**src/rtl/button_toggle_bank.sv**
```systemverilog
// Debounced push-button bank: per-channel press/release lockout FSMs driving
// toggle, momentary or exclusive one-hot state flags.
//
// state       | meaning
// ------------+---------------------------------------------------
// IDLE        | released, waiting for a synchronized press
// PRESS_LOCK  | press detected, input ignored for the lockout ticks
// HELD        | pressed, waiting for a synchronized release
// REL_LOCK    | release detected, input ignored for the lockout ticks
module button_toggle_bank #(
  parameter int N_CH        = 2,
  parameter int TICK_DIV    = 100000,
  parameter int DEBOUNCE_MS = 200,
  parameter int MODE        = 0
) (
  input  logic            clk,
  input  logic            rst_n,
  input  logic            set,
  input  logic            clear,
  input  logic [N_CH-1:0] btn,
  output logic [N_CH-1:0] state,
  output logic [N_CH-1:0] press_pulse
);

  localparam int TW = $clog2(TICK_DIV);
  localparam int LW = $clog2(DEBOUNCE_MS + 1);

  localparam logic [TW-1:0] TICK_LAST = TW'(TICK_DIV - 1);
  localparam logic [LW-1:0] LOCK_LAST = LW'(DEBOUNCE_MS - 1);

  localparam logic [1:0] ST_IDLE       = 2'd0;
  localparam logic [1:0] ST_PRESS_LOCK = 2'd1;
  localparam logic [1:0] ST_HELD       = 2'd2;
  localparam logic [1:0] ST_REL_LOCK   = 2'd3;

  logic [N_CH-1:0] sync1_q, sync2_q;
  logic [TW-1:0]   tick_cnt_q, tick_cnt_d;
  logic            tick;

  logic [1:0]      fsm_q  [N_CH];
  logic [1:0]      fsm_d  [N_CH];
  logic [LW-1:0]   lock_q [N_CH];
  logic [LW-1:0]   lock_d [N_CH];

  logic [N_CH-1:0] detect, accept, held_d, low_acc;
  logic [N_CH-1:0] state_q, state_d;
  logic [N_CH-1:0] pulse_q;

  assign tick       = (tick_cnt_q == TICK_LAST);
  assign tick_cnt_d = tick ? '0 : tick_cnt_q + TW'(1);

  always_comb begin
    detect = '0;
    held_d = '0;
    for (int i = 0; i < N_CH; i++) begin
      fsm_d[i]  = fsm_q[i];
      lock_d[i] = lock_q[i];
      case (fsm_q[i])
        ST_IDLE: begin
          if (sync2_q[i]) begin
            fsm_d[i]  = ST_PRESS_LOCK;
            lock_d[i] = '0;
            detect[i] = 1'b1;
          end
        end
        ST_PRESS_LOCK: begin
          if (tick) begin
            lock_d[i] = lock_q[i] + LW'(1);
            if (lock_q[i] == LOCK_LAST) fsm_d[i] = ST_HELD;
          end
        end
        ST_HELD: begin
          if (!sync2_q[i]) begin
            fsm_d[i]  = ST_REL_LOCK;
            lock_d[i] = '0;
          end
        end
        ST_REL_LOCK: begin
          if (tick) begin
            lock_d[i] = lock_q[i] + LW'(1);
            if (lock_q[i] == LOCK_LAST) fsm_d[i] = ST_IDLE;
          end
        end
        default: fsm_d[i] = ST_IDLE;
      endcase
      held_d[i] = (fsm_d[i] == ST_PRESS_LOCK) || (fsm_d[i] == ST_HELD);
    end
  end

  assign accept  = detect & {N_CH{set}};
  // Isolate the lowest accepted channel for exclusive-mode resolution.
  assign low_acc = accept & (~accept + N_CH'(1));

  always_comb begin
    state_d = state_q;
    if (MODE == 0) begin
      state_d = state_q ^ accept;
    end else if (MODE == 1) begin
      state_d = set ? held_d : '0;
    end else if (low_acc != '0) begin
      state_d = ((state_q & low_acc) != '0) ? '0 : low_acc;
    end
    if (clear) state_d = '0;
  end

  always_ff @(posedge clk or negedge rst_n) begin
    if (!rst_n) begin
      sync1_q    <= '0;
      sync2_q    <= '0;
      tick_cnt_q <= '0;
      state_q    <= '0;
      pulse_q    <= '0;
      for (int i = 0; i < N_CH; i++) begin
        fsm_q[i]  <= ST_IDLE;
        lock_q[i] <= '0;
      end
    end else begin
      sync1_q    <= btn;
      sync2_q    <= sync1_q;
      tick_cnt_q <= tick_cnt_d;
      state_q    <= state_d;
      pulse_q    <= accept;
      for (int i = 0; i < N_CH; i++) begin
        fsm_q[i]  <= fsm_d[i];
        lock_q[i] <= lock_d[i];
      end
    end
  end

  assign state       = state_q;
  assign press_pulse = pulse_q;

endmodule

```
**config.mk**
```make
export PLATFORM = sky130hd
export DESIGN_NAME = button_toggle_bank
export DESIGN_NICKNAME = d
export VERILOG_FILES = /design/src/rtl/button_toggle_bank.sv
export SDC_FILE = /design/constraint.sdc
export NUM_CORES = 1
export LEC_CHECK = 0
export CAP_MARGIN = 0
export CORE_MARGIN = 10
export CORE_UTILIZATION = 50
export DETAILED_ROUTE_END_ITERATION = 16
export DONT_BUFFER_PORTS = 1
export GPL_TIMING_DRIVEN = 1
export SYNTH_ARGS = -nofsm -noshare
export SYNTH_HDL_FRONTEND = slang
export SYNTH_SLANG_ARGS = --single-unit
```
**constraint.sdc**
```tcl
create_clock -name clk -period 3.6 [get_ports clk]
set_input_delay 0.72 -clock clk [delete_from_list [all_inputs] [get_ports clk]]
set_output_delay 0.72 -clock clk [all_outputs]
set_load 0.03 [all_outputs]
```
==> metrics.csv, run 1 <==
stage,metric,value,unit
status,outcome,finished clean,
pwr,peakVddDrop,0.000350,V
synth,syn_nets,256,
setup_path,r2r_cells,4,
timing,tns,0,ns
finish,drive_above_1_share,7.56,%
timing,fin_crit,2.54,ns
finish,area_delta_synth_final,5.14,%
synth,synth_cell_types,40,
timing,holdWs,0.109,ns
timing,fmax,393,MHz
timing,drv_slew,0,
die,die_area,7930,um^2
finish,fill_cells,424,
die,ios,10,
finish,antennaDiodeCount,0,
drt,vias,1781,
drt,wl_per_cell,15.8,um
placed_design,hpwl,3260,um
clocking,post_cts_buffers,0,
synth,yosys.area.top_type,dfrtp_1,
grt,grt_pass1_vias,1704,
clocking,htreeDepth,2,
timing,hold_viol,0,
placed_design,place_congestion,0.845,
clocking,clkSinkCount,45,
setup_path,crit_path_max_fanout,18,
drt,viasPerCell,6.10,
setup_path,crit_path_start_kind,flip-flop,
clocking,clk_path_buf_depth,2,
synth,syn_inst,237,
clocking,cts-root-buf,clkbuf_8,
drt,drc_errors,0,
clocking,cts_resized,0,
placed_design,portBuffers,0,
timing,fin_crit_sh,70.7,%
synth,netlist_top_cells_area,"dfrtp_1, ha_1, nand3_1",
job,maxCapViolCount,0,
die,die_h,89.0,um
finish,final_common_cell,dfrtp_1,
setup_path,setup.worst_path.end_class,flip-flop,
pwr,report.power.total,1.29,mW
die,rows,25,
timing,finalSetupViolCount,0,
drt,first_pass_iters,4,
grt,gr-total-overflow,0,
setup_path,cp.arrival,2.73,ns
synth,synth_top_cell_area_share,47.2,%
grt,grt_start_max_net_pins,46,
clocking,clkTransAtPathRegs,0.08,ns
timing,finClkSkew,0.00601,ns
grt,grt_pass1_wl,7980,um
setup_path,critical_path_class,reg -> reg,
timing,slew_headroom,52.5,%
clocking,holdBufCountCts,0,
setup_path,cp.required,3.78,ns
die,start_util,51.1,%
finish,fin_nets,256,
pwr,power.leakage,1.10,nW
finish,final_util,53.8,%
clocking,cts_tree,done,
drt,antenna_left,0,
synth,syn-cell-area,2380,um^2
synth,synth-seq-cells,45,
die,die_x,89.0,um
setup_path,crit_start,tick_cnt_q[5]$_DFF_PN0_,
synth,yosysWarnings,0,
timing,tightestPinTransition,0.711,ns
min_path,hold_path.class,in -> async,
placed_design,dp_worst_setup_slack,1.16,ns
drt,routed_wl,4610,um
timing,rsz0062_at_grt,false,
timing,worst_slack,1.06,ns
die,core_area,4660,um^2
setup_path,regToRegStartpoint,tick_cnt_q[5]$_DFF_PN0_,
finish,layout_common_cells,"dfrtp_1, nand3_1, nand2_1",
synth,avgSynthCellArea,10.1,um^2
grt,antenna_found_initial,0,
synth,yosysSeqAreaShare,47.2,%
grt,grt_usage,12.5,%
clocking,numCtsBuffers,5,
pwr,power_density,514,nW/um^2
drt,dr.first_iter.drc_count,126,
clocking,insertion_delay,0.29,ns
## critical path, cell delays in order, from the launching register on
cell and delay [ns]:
dfrtp_1 0.45, nor4bb_1 0.52, nand4_1 0.68, a21oi_1 0.42, mux2_2 0.36
## worst paths after layout
path	to	slack [ns]
worst min-delay path	tick_cnt_q[9]$_DFF_PN0_	0.11
min in group clk	sync2_q[0]$_DFF_PN0_	0.36
worst max register to register	lock_q[0]$_DFFE_PN0P_	1.06
max in group asynchronous	sync1_q[1]$_DFF_PN0_	3.39
worst min register to register	sync2_q[0]$_DFF_PN0_	0.36
worst max-delay path	lock_q[0]$_DFFE_PN0P_	1.06
## per-stage QoR
step,instance area (um^2),instances
2_1_floorplan,2380,237
3_3_place_gp,2420,284
3_5_place_dp,2420,284
4_1_cts,2510,292
5_1_grt,2510,292
6_report,2510,292
## layout make-up
type	count	area, um^2	area share (%)
Sequential cell	45	1130	44.9
Multi-Input combinational cell	175	1190	47.5
Inverter	10	37.5	1.50
Tap cell	54	67.6	2.70
Clock inverter	1	7.51	0.300
Clock buffer	7	76.3	3.05
## report_power, final
part / total (mW) / internal [mW] / switching, mW
Sequential: 0.594 / 0.546 / 0.0485
Combinational: 0.391 / 0.152 / 0.239
Clock: 0.303 / 0.137 / 0.166
Total: 1.29 / 0.836 / 0.453
## flip-flops by register name, summed over array words and instances, names as in the netlist
signal / cells
lock_q: 16
sync2_q: 2
state: 2
fsm_q: 4
press_pulse: 2
sync1_q: 2
tick_cnt_q: 17
## cell usage after synthesis
master	instances
mux2i_1	4
xor2_1	4
nor2b_1	2
or3_1	4
nor4_1	5
nand4_1	5
inv_1	10
nor3b_1	1
nor2_1	17
nor3_1	1
nor4b_1	4
mux2_4	1
or3_2	1
o21ai_0	7
and3_1	5
buf_1	2
a211o_2	2
clkbuf_1	3
or2_2	2
and4_1	4
or3b_1	1
buf_2	2
mux2_2	4
dfrtp_1	45
and2_1	2
a221o_1	2
or4_1	5
or4bb_1	2
nor4bb_1	3
xnor2_1	10
o211ai_1	5
nand3_1	21
and3_2	1
o22ai_1	1
o2bb2ai_1	1
ha_1	13
a31o_2	1
a21oi_1	14
nand2_1	19
nand2b_1	1
## per-layer routing
metal	vias up	share of wire (%)	GRT usage, %
met2	50	49	20.3
li1	859	-	-
met3	7	5.0	2.83
met1	865	45	16.1
met4	0	1.3	4.05
met5	-	0	0
## logic make-up after synthesis
family                   synth area share [%]
XOR/XNOR                                 5.14
AND/OR/NAND/NOR                          25.1
adder cells (fa/ha/maj)                  6.82
multiplexers                             4.20
buffers and inverters                    2.78
AO/OA/AOI/OAI                            8.66
flip-flops                               47.2
Power figures use the tool's default switching activity.
==> inputs of run 2 (changes only) <==
PLACE_DENSITY = 0.68   (was unset)
clock period = 2.3 ns   (was 3.6 ns; I/O delays follow)
==> metrics.csv, run 2 (same netlist as run 1, synthesis figures left out) <==
stage,metric,value,unit,change
status,outcome,finished clean,,
drt,antenna_left,0,,unchanged
die,die_x,89.0,um,unchanged
clocking,clkSinkCount,45,,unchanged
pwr,clock_power_share,24.0,%,+0.5 points
clocking,post_cts_buffers,0,,unchanged
clocking,clk_path_buf_depth,2,,unchanged
grt,antenna_found_initial,0,,unchanged
setup_path,crit_path_start_kind,flip-flop,,
pwr,p_int,1.34,mW,+60%
clocking,insertion_delay,0.30,ns,about the same
timing,finClkSkew,0.00892,ns,+0.00290 ns
clocking,cts-root-buf,clkbuf_8,,
grt,grt_pass1_wl,7550,um,-5.4%
setup_path,critical_path_class,reg -> reg,,
clocking,htreeDepth,2,,unchanged
finish,regMostFlops,tick_cnt_q,,
placed_design,portBuffers,0,,unchanged
die,rows,25,,unchanged
drt,viasPerCell,5.79,,-5.1%
drt,vias,1713,,-3.8%
setup_path,cp.arrival,2.38,ns,-0.35 ns
timing,drv_slew,0,,unchanged
finish,layout_common_cells,"dfrtp_1, nand3_1, nand2_1",,
die,ios,10,,unchanged
pwr,power_frac_comb,30.4,%,about the same
finish,fin_nets,261,,+2.0%
grt,gr-total-overflow,0,,unchanged
placed_design,hpwl,2960,um,-9.2%
die,start_util,51.1,%,unchanged
timing,worst_slack,0.147,ns,-0.909 ns
drt,dr.first_iter.drc_count,92,,-27%
timing,finalSetupViolCount,0,,unchanged
setup_path,crit_path_max_fanout,10,,-8
pwr,p_sw,0.700,mW,+55%
finish,antennaDiodeCount,0,,unchanged
drt,wl_per_cell,14.3,um,-9.7%
clocking,cts_tree,done,,
timing,fmax,464,MHz,+18%
pwr,p_sw_share,34.4,%,-0.77 points
finish,largest_reg_flops,17,,unchanged
pwr,power.leakage,1.13,nW,+3.2%
pwr,power_density,793,nW/um^2,+54%
placed_design,dp_worst_setup_slack,0.118,ns,-1.04 ns
finish,area_delta_synth_final,7.77,%,
timing,hold_viol,0,,unchanged
grt,grt_usage,11.9,%,-0.62 points
die,core_area,4660,um^2,unchanged
setup_path,cp.required,2.53,ns,-1.25 ns
finish,reg_top3,"tick_cnt_q (17), lock_q (16), fsm_q (4)",,
timing,tns,0,ns,unchanged
setup_path,setup.worst_path.end_class,flip-flop,,
timing,fin_crit,2.15,ns,-0.391 ns
finish,drive_above_1_share,9.50,%,+1.9 points
drt,routed_wl,4220,um,-8.4%
timing,fin_crit_sh,93.6,%,+23 points
die,die_area,7930,um^2,unchanged
grt,grt_pass1_vias,1645,,-3.5%
placed_design,place_congestion,0.803,,-5.0%
finish,final_common_cell,dfrtp_1,,
die,die_h,89.0,um,unchanged
clocking,clkTransAtPathRegs,0.08,ns,about the same
grt,grt_start_max_net_pins,46,,unchanged
job,maxCapViolCount,0,,unchanged
drt,drc_errors,0,,unchanged
pwr,peakVddDrop,0.000442,V,+26%
min_path,hold_path.class,in -> reg,,
drt,first_pass_iters,4,,unchanged
timing,tightestPinTransition,0.471,ns,-0.240 ns
timing,slew_headroom,68.3,%,+16 points
clocking,numCtsBuffers,5,,unchanged
timing,rsz0062_at_grt,false,,
pwr,seq_power_share,45.6,%,-0.5 points
-- run 2: power groups by stage --
stage               clock network (mW)  logic [mW]  registers [mW]
floorplan                            0       0.499           0.933
global placement                     0       0.590           0.942
detailed placement                   0       0.600           0.946
CTS                              0.507       0.628           0.930
global route                     0.548       0.728           0.940
finish                           0.488       0.620           0.929
-- run 2: worst paths after layout --
check,from,endpoint,slack (ns),depth (start not counted)
min in group asynchronous,rst_n,lock_q[10]$_DFFE_PN0P_,0.66,2
max in group asynchronous,rst_n,state[1]$_DFF_PN0_,1.43,2
hold reg to reg,sync1_q[1]$_DFF_PN0_,sync2_q[1]$_DFF_PN0_,0.35,0
setup reg to reg,fsm_q[1]$_DFFE_PN0P_,lock_q[7]$_DFFE_PN0P_,0.15,6
setup / recovery,fsm_q[1]$_DFFE_PN0P_,lock_q[7]$_DFFE_PN0P_,0.15,6
hold / removal,btn[1],sync1_q[1]$_DFF_PN0_,0.19,0
-- run 2: per-layer routing --
metal	share of wire (%)	global-route usage (%)	routed length [um]
met5	0	0	0
met2	47	18.0	1980
met3	3.6	3.37	153
met4	0.85	4.48	36
met1	49	15.7	2050
-- run 2: cell type report --
class | instances | area, um^2
Sequential cell | 45 | 1130
Clock buffer | 7 | 86.3
Tap cell | 54 | 67.6
Timing Repair Buffer | 5 | 60.1
Multi-Input combinational cell | 175 | 1190
Fill cell | 400 | 2090
Inverter | 10 | 37.5
-- run 2: critical path: stages (launching register included) --
cell	delay, ns
dfrtp_1	0.39
inv_1	0.10
ha_1	0.22
mux2_4	0.33
or4_1	0.54
or3b_1	0.38
a21oi_1	0.14
-- run 2: timing repair --
item                                   CTS  global route
setup endpoints to repair                0             1
gates resized for setup                  0             1
hold buffers                             2             0
endpoints found under the hold margin   45             0
-- run 2: metrics by stage --
stage | instance area, um^2 | std cells | hold WS (ns) | power [mW] | util (%)
final | 2570 | 296 | 0.193 | 2.04 | 55.1
after global routing | 2570 | 296 | 0.167 | 2.22 | 55.1
after CTS | 2570 | 296 | 0.179 | 2.06 | 55.1
after detailed placement | 2440 | 287 | 0.167 | 1.55 | 52.5
after global placement | 2440 | 287 | 0.167 | 1.53 | 52.5
after floorplan | 2380 | 237 | 0.164 | 1.43 | -
==> inputs of run 3 (changes only) <==
SLEW_MARGIN = 20   (was unset)
==> results of run 3 <==
Same layout as run 2: the final DEF is identical, and so are final timing and power.
